`src/rtl/mem_arb_pkg.sv`:
```
// Shared encodings for the data-memory arbiter: FSM state codes, CPU access
// types, owner codes and the alignment rule for CPU accesses.
package mem_arb_pkg;

    localparam logic [2:0] ST_IDLE     = 3'd0;
    localparam logic [2:0] ST_RD_ISSUE = 3'd1;
    localparam logic [2:0] ST_RD_DATA  = 3'd2;
    localparam logic [2:0] ST_WR_ISSUE = 3'd3;
    localparam logic [2:0] ST_ERR      = 3'd4;

    localparam logic [1:0] TYPE_WORD   = 2'b00;
    localparam logic [1:0] TYPE_HALF_S = 2'b01;
    localparam logic [1:0] TYPE_BYTE_S = 2'b10;
    localparam logic [1:0] TYPE_BYTE_U = 2'b11;

    localparam logic OWNER_CPU = 1'b0;
    localparam logic OWNER_DBG = 1'b1;

    // Words must be 4-byte aligned, halves 2-byte aligned; bytes never fault.
    function automatic logic is_misaligned(input logic [1:0] acc_type,
                                           input logic [1:0] lane);
        logic bad;
        bad = 1'b0;
        case (acc_type)
            TYPE_WORD:   bad = (lane != 2'b00);
            TYPE_HALF_S: bad = lane[0];
            default:     bad = 1'b0;
        endcase
        return bad;
    endfunction

endpackage

```
`src/rtl/subword_unit.sv`:
```
// Big-endian byte-lane logic: extracts a sign/zero-extended load value from a
// memory word and merges right-justified store data into the addressed lanes.
module subword_unit
    import mem_arb_pkg::*;
(
    input  logic [31:0] word,
    input  logic [1:0]  addr,
    input  logic [1:0]  acc_type,
    input  logic [31:0] wdata,
    output logic [31:0] merged,
    output logic [31:0] extracted
);

    logic [7:0]  byte_sel;
    logic [15:0] half_sel;

    // NOTE: every output of a combinational block gets a default first, so no path leaves it unassigned and no latch is inferred.
    always_comb begin
        byte_sel = word[31:24];
        case (addr)
            2'd0: byte_sel = word[31:24];
            2'd1: byte_sel = word[23:16];
            2'd2: byte_sel = word[15:8];
            2'd3: byte_sel = word[7:0];
            default: byte_sel = word[31:24];
        endcase
        half_sel = addr[1] ? word[15:0] : word[31:16];
    end

    always_comb begin
        extracted = word;
        case (acc_type)
            TYPE_HALF_S: extracted = {{16{half_sel[15]}}, half_sel};
            TYPE_BYTE_S: extracted = {{24{byte_sel[7]}}, byte_sel};
            TYPE_BYTE_U: extracted = {24'h0, byte_sel};
            default:     extracted = word;
        endcase
    end

    always_comb begin
        merged = wdata;
        case (acc_type)
            TYPE_HALF_S: merged = addr[1] ? {word[31:16], wdata[15:0]}
                                          : {wdata[15:0], word[15:0]};
            TYPE_BYTE_S, TYPE_BYTE_U: begin
                case (addr)
                    2'd0: merged = {wdata[7:0], word[23:0]};
                    2'd1: merged = {word[31:24], wdata[7:0], word[15:0]};
                    2'd2: merged = {word[31:16], wdata[7:0], word[7:0]};
                    2'd3: merged = {word[31:8], wdata[7:0]};
                    default: merged = word;
                endcase
            end
            default: merged = wdata;
        endcase
    end

endmodule

```
`src/rtl/data_mem_arbiter.sv`:
```
// Arbitrates a CPU MEM-stage port and a word-only debug/loader port onto one
// synchronous-read word memory, with bounded debug starvation and sub-word RMW.
module data_mem_arbiter
    import mem_arb_pkg::*;
#(
    parameter int STARVE_MAX = 4
) (
    input  logic        Clk,
    input  logic        Reset,
    input  logic        cpu_req,
    input  logic        cpu_we,
    input  logic [31:0] cpu_addr,
    input  logic [31:0] cpu_wdata,
    input  logic [1:0]  cpu_type,
    output logic        cpu_ack,
    output logic        cpu_err,
    output logic [31:0] cpu_rdata,
    output logic        cpu_stall,
    input  logic        dbg_req,
    input  logic        dbg_we,
    input  logic [31:0] dbg_addr,
    input  logic [31:0] dbg_wdata,
    output logic        dbg_ack,
    output logic [31:0] dbg_rdata,
    output logic [31:0] mem_addr,
    output logic [31:0] mem_wdata,
    output logic        mem_we,
    output logic        mem_re,
    input  logic [31:0] mem_rdata
);

    localparam int CW = (STARVE_MAX < 1) ? 1 : $clog2(STARVE_MAX + 1);
    localparam logic [CW-1:0] STARVE_LIM = CW'(STARVE_MAX);

    logic [2:0]    state_q, state_d;
    logic          owner_q, owner_d;
    logic [CW-1:0] starve_q, starve_d;
    logic [31:0]   addr_q, addr_d;
    logic          we_q, we_d;
    logic [1:0]    type_q, type_d;
    logic [31:0]   wdata_q, wdata_d;
    logic [31:0]   cpu_rdata_q, cpu_rdata_d;
    logic [31:0]   dbg_rdata_q, dbg_rdata_d;

    logic [31:0] merged, extracted;
    logic        cpu_grant, dbg_grant, ack_now;

    subword_unit u_subword (
        .word      (mem_rdata),
        .addr      (addr_q[1:0]),
        .acc_type  (type_q),
        .wdata     (wdata_q),
        .merged    (merged),
        .extracted (extracted)
    );

    assign cpu_grant = cpu_req && (!dbg_req || (starve_q < STARVE_LIM));
    assign dbg_grant = !cpu_grant && dbg_req;

    always_comb begin
        state_d     = state_q;
        owner_d     = owner_q;
        addr_d      = addr_q;
        we_d        = we_q;
        type_d      = type_q;
        wdata_d     = wdata_q;
        cpu_rdata_d = cpu_rdata_q;
        dbg_rdata_d = dbg_rdata_q;
        case (state_q)
            ST_IDLE: begin
                if (cpu_grant) begin
                    owner_d = OWNER_CPU;
                    addr_d  = cpu_addr;
                    we_d    = cpu_we;
                    type_d  = cpu_type;
                    wdata_d = cpu_wdata;
                    if (is_misaligned(cpu_type, cpu_addr[1:0]))
                        state_d = ST_ERR;
                    else if (cpu_we && (cpu_type == TYPE_WORD))
                        state_d = ST_WR_ISSUE;
                    else
                        state_d = ST_RD_ISSUE;
                end else if (dbg_grant) begin
                    owner_d = OWNER_DBG;
                    addr_d  = dbg_addr;
                    we_d    = dbg_we;
                    type_d  = TYPE_WORD;
                    wdata_d = dbg_wdata;
                    state_d = dbg_we ? ST_WR_ISSUE : ST_RD_ISSUE;
                end
            end
            ST_RD_ISSUE: state_d = ST_RD_DATA;
            ST_RD_DATA: begin
                // A sub-word store reuses the read path, then writes the merged word.
                if (we_q) begin
                    wdata_d = merged;
                    state_d = ST_WR_ISSUE;
                end else begin
                    state_d = ST_IDLE;
                    if (owner_q == OWNER_CPU)
                        cpu_rdata_d = extracted;
                    else
                        dbg_rdata_d = mem_rdata;
                end
            end
            ST_WR_ISSUE: state_d = ST_IDLE;
            ST_ERR: begin
                cpu_rdata_d = 32'h0;
                state_d     = ST_IDLE;
            end
            default: state_d = ST_IDLE;
        endcase
    end

    always_comb begin
        starve_d = starve_q;
        if ((state_q == ST_IDLE) && cpu_grant && dbg_req) begin
            if (starve_q != STARVE_LIM)
                starve_d = starve_q + CW'(1);
        end else if (!dbg_req || ((state_q == ST_IDLE) && dbg_grant)) begin
            starve_d = '0;
        end
    end

    // NOTE: sequential state uses non-blocking assignments so every flop samples pre-edge values.
    always_ff @(posedge Clk or negedge Reset) begin
        if (!Reset) begin
            state_q     <= ST_IDLE;
            owner_q     <= OWNER_CPU;
            starve_q    <= '0;
            addr_q      <= 32'h0;
            we_q        <= 1'b0;
            type_q      <= TYPE_WORD;
            wdata_q     <= 32'h0;
            cpu_rdata_q <= 32'h0;
            dbg_rdata_q <= 32'h0;
        end else begin
            state_q     <= state_d;
            owner_q     <= owner_d;
            starve_q    <= starve_d;
            addr_q      <= addr_d;
            we_q        <= we_d;
            type_q      <= type_d;
            wdata_q     <= wdata_d;
            cpu_rdata_q <= cpu_rdata_d;
            dbg_rdata_q <= dbg_rdata_d;
        end
    end

    // Strobes and acks decode from registered state; read data passes through in RD_DATA.
    always_comb begin
        ack_now   = ((state_q == ST_RD_DATA) && !we_q) || (state_q == ST_WR_ISSUE) ||
                    (state_q == ST_ERR);
        cpu_ack   = ack_now && (owner_q == OWNER_CPU);
        dbg_ack   = ack_now && (owner_q == OWNER_DBG);
        cpu_err   = (state_q == ST_ERR) && (owner_q == OWNER_CPU);
        mem_re    = (state_q == ST_RD_ISSUE);
        mem_we    = (state_q == ST_WR_ISSUE);
        mem_addr  = (state_q != ST_IDLE) ? {addr_q[31:2], 2'b00} : 32'h0;
        mem_wdata = mem_we ? wdata_q : 32'h0;
        cpu_rdata = cpu_rdata_q;
        dbg_rdata = dbg_rdata_q;
        if ((state_q == ST_RD_DATA) && !we_q) begin
            if (owner_q == OWNER_CPU)
                cpu_rdata = extracted;
            else
                dbg_rdata = mem_rdata;
        end else if (state_q == ST_ERR) begin
            cpu_rdata = 32'h0;
        end
        cpu_stall = cpu_req && !cpu_ack;
    end

endmodule

```
`config.mk`:
```
export PLATFORM = sky130hd
export DESIGN_NAME = data_mem_arbiter
export DESIGN_NICKNAME = d
export VERILOG_FILES = /design/src/rtl/mem_arb_pkg.sv /design/src/rtl/subword_unit.sv /design/src/rtl/data_mem_arbiter.sv
export SDC_FILE = /design/constraint.sdc
export NUM_CORES = 1
export LEC_CHECK = 0
export BUFFER_PORTS_ARGS = -buffer_cell sky130_fd_sc_hd__buf_2
export CAP_MARGIN = 20
export CORE_ASPECT_RATIO = 0.5
export CORE_MARGIN = 4
export CORE_UTILIZATION = 49
export CTS_BUF_LIST = sky130_fd_sc_hd__clkbuf_4 sky130_fd_sc_hd__clkbuf_8 sky130_fd_sc_hd__clkbuf_16
export CTS_CLUSTER_SIZE = 14
export DETAILED_ROUTE_END_ITERATION = 16
export GPL_TIMING_DRIVEN = 0
export PLACE_DENSITY = 0.8
export REMOVE_ABC_BUFFERS = 1
export SYNTH_ARGS = -nofsm -noshare
export SYNTH_HDL_FRONTEND = slang
export SYNTH_SLANG_ARGS = --single-unit
```
`constraint.sdc`:
```
create_clock -name Clk -period 2.71 [get_ports Clk]
set_clock_uncertainty 0.05 [all_clocks]
set_input_delay 0.4065 -clock Clk [delete_from_list [all_inputs] [get_ports Clk]]
set_output_delay 0.4065 -clock Clk [all_outputs]
set_load 0.01 [all_outputs]
```
==> impl_metrics.yaml, run 1 <==
status:
  status: "finished, violations left"
  violations: "negative setup slack"
floorplan:
  start_util_pct: 50.70
  rows: 32
  core_area_um2: 15570
  die_w_um: 187.5
  die-area_um2: 18330
  dieHeight_um: 97.77
  io_pins: 302
synth:
  async_flop_share_pct: 100.0
  synth-compound-area-share_pct: 20.82
  synth_xor_area_share_pct: 0
  ys_seq_area_share_pct: 43.73
  synth_fa_ha_area_share_pct: 0.3169
  synth_edf_count: 0
  synth_mux_area_share_pct: 10.28
  ys.warnings.count: 0
  synthSimpleGateAreaFrac_pct: 20.20
  synthCells: 892
  syn_area_per_cell_um2: 8.852
  synth_top_flop_cell: "dfrtp_1"
  synth_top_family_by_area: "compound AO/OA/AOI/OAI gates"
  syn_area_um2: 7896
  synth_cell_type_count: 56
  synth_seq_cells: 138
critical_path:
  worstPathRequired_ns: 2.25
  cp_max_fo: 11
  r2r_cells: 6
  path_cells: "buf_16, nand2b_2, mux2_2, mux2i_1, o21ai_0, buf_2"
  critPathTopFamily: "multiplexers"
  path_depth: 6
  max_stage_delay_ns: 0.52
  path_buf_inv: 2
  critical_path.endpoint_type: "primary output"
  critPathKind: "flip-flop to primary output"
  critPathArrivalTime_ns: 2.45
  slowest_stage: "dfrtp_4"
  setup.worst_path.start_class: "flip-flop"
clock_tree:
  cts_tree: "yes"
  htree_levels: 4
  clk_path_buf_depth: 2
  clock-sinks: 138
  path_clk_slew_ns: 0.06
  clk_latency_ns: 0.41
  cts-root-buf: "clkbuf_16"
  cts_buffers: 17
timing:
  layout_min_cycle_time_ns: 2.909
  setup_ws_ns: -0.1989
  worst_pin_slew_ns: 0.9385
  fmax_mhz: 343.8
  hold_violations: 0
  setup_tns_ns: -0.9137
  whs_ns: 0.1885
  period_share_pct: 107.3
  rsz0062_at_grt: "true"
  setup_viol: 23
  maxSlewViolCount: 0
  slew_headroom_pct: 37.28
place:
  port_buffers: 299
  post-place-cells: 1325
  place_ws_ns: -0.8512
  dp_hpwl_um: 18140
  gp_congestion: 0.8658
worst_hold_path:
  worst_hold_path_type: "primary input to flip-flop"
  hold_depth: 3
global_routing:
  grt_pass1_vias: 8213
  track_usage_pct: 29.90
  grt-ovfl-total: 0
  grt_max_degree: 83
  antenna_found_initial: 2
  grt_pass1_wl_um: 44350
cells_and_area:
  layout.area.seq_um2: 3468
  final_cell_count_no_fill: 1408
  syn_to_final_growth_pct: 40.28
  multiInputGateArea_um2: 4473
  finalNetCount: 1360
  layout-drive-gt1-share_pct: 42.18
  fillCellCount: 1113
routing:
  wl_per_cell_um: 21.59
  wl_um: 30390
  vias: 8728
  dr.pass1.iters: 6
  vias_per_cell: 6.199
  drt_iter0_markers: 1176
  drc: 0
  ant_nets: 0
power:
  ir_drop_mv: 0.6266
  power_density_nw_per_um2: 1273
  p_leak_nw: 5.307
job:
  maxCapViolCount: 0
==> cell usage after synthesis (4+ instances only) <==
cell,instances,area [µm²]
nand2_1,174,653.1
dfrtp_1,138,3453
a21oi_1,69,345.3
and2_1,62,387.9
clkbuf_1,60,225.2
mux2_2,47,529.3
a31oi_1,44,275.3
o21ai_0,43,215.2
nor2_1,42,157.7
and3_1,17,106.4
mux2i_1,14,140.1
a2bb2oi_1,12,105.1
a22o_1,11,96.34
nand3b_1,11,82.58
a211oi_1,10,75.07
a21o_1,9,67.56
buf_1,9,33.78
o31ai_1,9,67.56
a22oi_1,8,60.06
a32oi_1,8,70.07
buf_2,8,40.04
mux2_4,8,120.1
nand3_1,8,40.04
o2bb2ai_1,8,70.07
inv_1,7,26.28
nor2b_1,7,43.79
nor3b_1,4,30.03
o211ai_1,4,30.03
==> repair_timing <==
item                       CTS  global route
buffers inserted            24            13
hold endpoints to repair    56             0
hold buffers                 1             0
cloned                       7             5
setup endpoints to repair  176            92
gates resized for setup     57            51
pin swaps                    9             9
==> stage by stage <==
step / total power, mW / instance area (µm²) / util [%]
2_1_floorplan: 7.597 / 7567 / -
3_3_place_gp: 9.682 / 9319 / 59.83
3_5_place_dp: 10.10 / 9534 / 61.21
4_1_cts: 13.32 / 10700 / 68.71
5_1_grt: 14.84 / 11080 / 71.12
6_report: 14.10 / 11080 / 71.12
==> worst paths after layout <==
path	from	endpoint	slack, ns
min	cpu_addr[9]	addr_q[9]$_DFFE_PN0P_	0.19
min in group asynchronous	Reset	cpu_rdata_q[25]$_DFFE_PN0P_	0.47
max	addr_q[1]$_DFFE_PN0P_	cpu_rdata[7]	-0.20
min reg2reg	wdata_q[22]$_DFFE_PN0P_	wdata_q[22]$_DFFE_PN0P_	0.42
max in group asynchronous	Reset	type_q[1]$_DFFE_PN0P_	1.33
max reg2reg	state_q[0]$_DFFE_PN0N_	wdata_q[10]$_DFFE_PN0P_	0.09
==> report_power, final <==
part / leakage [nW] / total (mW) / switching, mW / internal (mW)
Sequential: 1.62 / 3.82 / 0.708 / 3.12
Clock: 0.303 / 2.53 / 0.950 / 1.58
Combinational: 3.39 / 7.74 / 4.27 / 3.48
==> cells in the final DEF (no fill, tap or decap), drive strengths merged, types with 12 or more instances in the layout <==
cell,instances
a21oi,69
and2,62
mux2i,14
dfrtp,138
nor2,42
and3,17
buf,346
o21ai,43
a31oi,44
a2bb2oi,12
nand2,174
mux2,55
clkbuf,24
==> kinds of logic (layout without fill, tap and decap cells) <==
logic type	Yosys count	after routing
fa+ha+maj	2	2
buf+inv	89	392
mux	70	70
simple gates	339	342
other cells	1	4
flops	138	138
compound gates	253	256
==> layout make-up <==
type / instances / area share [%]
Timing Repair Buffer: 353 / 19.99
Multi-Input combinational cell: 672 / 40.38
Clock inverter: 11 / 1.547
Sequential cell: 138 / 31.31
Tap cell: 204 / 2.304
Clock buffer: 20 / 4.100
Antenna cell: 2 / 0.04518
Inverter: 8 / 0.3163
==> flip-flops by register name (all words and copies together) (netlist names) <==
register / count
addr_q: 32
cpu_rdata_q: 32
dbg_rdata_q: 32
wdata_q: 32
starve_q: 3
state_q: 3
type_q: 2
owner_q: 1
we_q: 1
==> metal layers <==
metal / wire length [µm] / global-route usage (%) / part of all wire (%)
met5: 0 / 0 / 0
met4: 1381 / 11.72 / 4.5
met3: 3558 / 6.536 / 12
met2: 14240 / 49.76 / 47
met1: 11220 / 38.60 / 37
==> worst reg2reg max path, cell delays in order, from the launching register on <==
cell	delay [ns]
dfrtp_2	0.41
buf_4	0.16
buf_4	0.18
or3_4	0.57
o32a_2	0.39
a41o_2	0.41
mux2_4	0.34
Note: power is estimated with default switching activity, not from simulation.
==> run 2: changes to the inputs <==
Settings changed: BUFFER_PORTS_ARGS -buffer_cell sky130_fd_sc_hd__buf_2 to -buffer_cell sky130_fd_sc_hd__clkbuf_2.
==> impl_metrics.yaml, run 2 (synthesis gave the netlist of run 1 again) <==
status:
  status: "finished, violations left"
  violations: "negative setup slack"
place:
  port_buffers: 299
  place_ws_ns: -1.017
  gp_congestion: 0.8669
  dp_hpwl_um: 18100
  place_area_um2: 9544
  post-place-cells: 1325
global_routing:
  grt_max_degree: 80
  antenna_found_initial: 0
  grt-ovfl-total: 0
  grt_pass1_wl_um: 46230
  grt_pass1_vias: 8598
  track_usage_pct: 31.10
worst_hold_path:
  worst_hold_path_type: "primary input to flip-flop"
  hold_depth: 3
timing:
  setup_tns_ns: -2.014
  hold_violations: 0
  slew_headroom_pct: 34.47
  layout_min_cycle_time_ns: 2.831
  worst_pin_slew_ns: 0.9805
  maxSlewViolCount: 0
  setup_viol: 23
  setup_ws_ns: -0.1209
  rsz0062_at_grt: "true"
  fmax_mhz: 353.2
  period_share_pct: 104.5
cells_and_area:
  final_design_area_no_fill_um2: 11090
  multiInputGateArea_um2: 4479
  final_cell_count_no_fill: 1423
  syn_to_final_growth_pct: 40.42
  final_cell_mix: "clkbuf_2, nand2_1, dfrtp_1"
  finalNetCount: 1376
  diodes: 0
  final_common_cell: "clkbuf_2"
  layout.area.seq_um2: 3468
  layout-drive-gt1-share_pct: 42.74
  fillCellCount: 1122
  fin_util_pct: 71.19
clock_tree:
  clock-sinks: 138
  cts_buffers: 17
  clk_path_buf_depth: 2
  cts-root-buf: "clkbuf_16"
  cts_tree: "yes"
  path_clk_slew_ns: 0.06
  clk_latency_ns: 0.42
  htree_levels: 4
critical_path:
  worstPathRequired_ns: 2.25
  critPathKind: "flip-flop to primary output"
  critical_path.endpoint_type: "primary output"
  critPathArrivalTime_ns: 2.37
  setup.worst_path.start_class: "flip-flop"
  r2r_slack_ns: 0.08
  cp_max_fo: 7
  r2r_cells: 5
floorplan:
  rows: 32
  start_util_pct: 50.70
  io_pins: 302
  die-area_um2: 18330
  die_w_um: 187.5
  core_area_um2: 15570
  dieHeight_um: 97.77
routing:
  drt_iter0_markers: 1222
  wl_um: 30810
  vias: 8709
  wl_per_cell_um: 21.65
  dr.pass1.iters: 6
  ant_nets: 0
  vias_per_cell: 6.120
  drc: 0
power:
  p_leak_nw: 5.346
  ir_drop_mv: 0.6522
  power_density_nw_per_um2: 1261
job:
  maxCapViolCount: 0
## run 2: per-layer routing
layer / up-vias / GRT usage [%] / routed length [µm]
li1: 3809 / - / -
met1: 4077 / 39.71 / 11650
met2: 652 / 49.82 / 14150
met3: 171 / 8.714 / 3494
met4: 0 / 14.15 / 1514
met5: - / 0 / 0
## run 2: cell type report
type / count / share of cell area (%)
multi-input combinational: 673 / 40.40
clock inverter: 15 / 1.275
clock buffer: 17 / 3.837
inverter: 8 / 0.3160
tap: 204 / 2.302
sequential: 138 / 31.28
timing repair buffer: 368 / 20.59
## run 2: timing repair
item	4_1_cts	5_1_grt
gates cloned	10	2
buffers inserted	31	22
hold buffers	1	0
endpoints found under the hold margin	59	0
pin swaps	11	7
gates resized for setup	79	26
setup endpoints to repair	184	59
## run 2: path summary, 6_finish.rpt
path,from,to
min reg2reg,wdata_q[22]$_DFFE_PN0P_,wdata_q[22]$_DFFE_PN0P_
min in group asynchronous,Reset,cpu_rdata_q[20]$_DFFE_PN0P_
min,cpu_addr[28],addr_q[28]$_DFFE_PN0P_
max,addr_q[1]$_DFFE_PN0P_,cpu_rdata[26]
max in group asynchronous,Reset,state_q[0]$_DFFE_PN0N_
max reg2reg,state_q[0]$_DFFE_PN0N_,wdata_q[10]$_DFFE_PN0P_
## run 2: power by group
group          switching, mW  total [mW]  leakage [nW]  internal (mW)
clock                  0.988        2.27         0.276           1.28
combinational           4.45        7.94          3.45           3.49
sequential             0.662        3.78          1.62           3.12
## run 2: critical path, cell delays in order (launching register included)
cell	delay [ns]
dfrtp_4	0.51
buf_16	0.16
mux4_2	0.51
nand3_4	0.23
o311a_4	0.31
a21oi_2	0.08
buf_2	0.15
## run 2: stage by stage
stage | total power [mW] | hold WS (ns)
after floorplan | 7.597 | 0.06091
after global placement | 9.716 | 0.4036
after detailed placement | 10.12 | 0.3778
after CTS | 13.27 | 0.1675
after global routing | 14.72 | 0.1761
final | 13.98 | 0.1687
==> run 3: changes to the inputs <==
Settings changed: PLACE_DENSITY 0.8 to 0.88.
==> impl_metrics.yaml, run 3 (synthesis gave the netlist of run 1 again) <==
job:
  maxCapViolCount: 0
floorplan:
  start_util_pct: 50.70
  die_w_um: 187.5
  die-area_um2: 18330
  rows: 32
  core_area_um2: 15570
  io_pins: 302
  dieHeight_um: 97.77
cells_and_area:
  fillCellCount: 1092
  final_common_cell: "clkbuf_2"
  syn_to_final_growth_pct: 42.24
  multiInputGateArea_um2: 4621
  layout.area.seq_um2: 3466
  final_cell_mix: "clkbuf_2, nand2_1, dfrtp_1"
  final_cell_count_no_fill: 1404
  layout-drive-gt1-share_pct: 43.17
  final_design_area_no_fill_um2: 11230
  finalNetCount: 1358
  diodes: 0
  fin_util_pct: 72.12
routing:
  dr.pass1.iters: 8
  vias_per_cell: 6.185
  wl_um: 30970
  drc: 0
  wl_per_cell_um: 22.06
  drt_iter0_markers: 1431
  vias: 8684
  ant_nets: 0
power:
  power_density_nw_per_um2: 1278
  p_total_mw: 14.35
  ir_drop_mv: 0.7065
  p_leak_nw: 5.352
critical_path:
  critical_path.endpoint_type: "primary output"
  critPathKind: "flip-flop to primary output"
  setup.worst_path.start_class: "flip-flop"
  r2r_slack_ns: 0.11
  worstPathRequired_ns: 2.25
  path_cells: "buf_16, nand2b_4, mux2_2, o21ai_0, a21oi_2, buf_2"
  critPathTopFamily: "flip-flops"
  critPathArrivalTime_ns: 2.31
  cp_max_fo: 34
  slowest_stage: "dfrtp_2"
  path_buf_inv: 2
  max_stage_delay_ns: 0.46
clock_tree:
  clk_latency_ns: 0.42
  cts-root-buf: "clkbuf_16"
  htree_levels: 4
  path_clk_slew_ns: 0.06
  clk_path_buf_depth: 2
  clock-sinks: 138
  cts_tree: "yes"
  cts_buffers: 17
global_routing:
  grt_pass1_wl_um: 45910
  grt_max_degree: 85
  grt_pass1_vias: 8540
  track_usage_pct: 30.78
  antenna_found_initial: 0
  grt-ovfl-total: 0
timing:
  whs_ns: 0.1688
  worst_pin_slew_ns: 0.7549
  fmax_mhz: 361.1
  rsz0062_at_grt: "true"
  setup_ws_ns: -0.05911
  setup_viol: 19
  setup_tns_ns: -0.5185
  slew_headroom_pct: 49.57
  period_share_pct: 102.2
  layout_min_cycle_time_ns: 2.769
  hold_violations: 0
  maxSlewViolCount: 0
place:
  dp_hpwl_um: 18860
  place_ws_ns: -1.332
  post-place-cells: 1327
  place_area_um2: 9588
  gp_congestion: 0.9397
  port_buffers: 299
status:
  violations: "negative setup slack"
  status: "finished, violations left"
worst_hold_path:
  worst_hold_path_type: "primary input to flip-flop"
run 3: changes by cell type in the layout (fill, tap and decap cells not counted), moves of 8 or more:
cell and change:
a21oi_1 -8, buf_4 -16, clkbuf_2 -12, o21ai_0 +9, o21ai_1 -9
run 3: final timing paths:
check,from,endpoint,cells past startpoint
setup / recovery,addr_q[1]$_DFFE_PN0P_,cpu_rdata[3],6
hold / removal,dbg_addr[3],addr_q[3]$_DFFE_PN0P_,3
setup reg to reg,state_q[0]$_DFFE_PN0N_,wdata_q[14]$_DFFE_PN0P_,5
hold reg to reg,wdata_q[19]$_DFFE_PN0P_,wdata_q[19]$_DFFE_PN0P_,2
max in group asynchronous,Reset,addr_q[15]$_DFFE_PN0P_,3
min in group asynchronous,Reset,cpu_rdata_q[3]$_DFFE_PN0P_,2
run 3: report_power, final:
| group | switching, mW | leakage [nW] | internal, mW |
|---|---|---|---|
| clock | 0.937 | 0.319 | 1.68 |
| combinational | 4.43 | 3.42 | 3.48 |
| sequential | 0.713 | 1.62 | 3.11 |
| total | 6.08 | 5.35 | 8.27 |
run 3: layout make-up:
type / instances / area share [%]
clock buffers: 19 / 4.033
clock inverters: 12 / 1.738
inverters: 8 / 0.3119
multi-input cells: 672 / 41.14
flip-flops and latches: 138 / 30.86
well taps: 204 / 2.272
repair buffers: 351 / 19.65
run 3: worst min-delay path: stages:
cell and delay (ns):
clkbuf_2 0.08, nand2_1 0.04, a31oi_1 0.07
run 3: metal layers:
layer / GRT usage (%) / part of all wire [%] / wire, µm / vias up
met3: 7.786 / 11 / 3512 / 163
met2: 50.71 / 46 / 14320 / 690
met4: 12.34 / 5.0 / 1553 / 0
met5: 0 / 0 / 0 / -
met1: 39.33 / 37 / 11590 / 4066
li1: - / - / - / 3765
run 3: timing repair:
action                                 CTS  global route
buffers inserted                        24            12
gates resized for setup                 62            71
gates cloned                             8             2
pin swaps                               11            14
setup endpoints to repair              153            92
endpoints found under the hold margin   54             0
hold buffers                             1             0
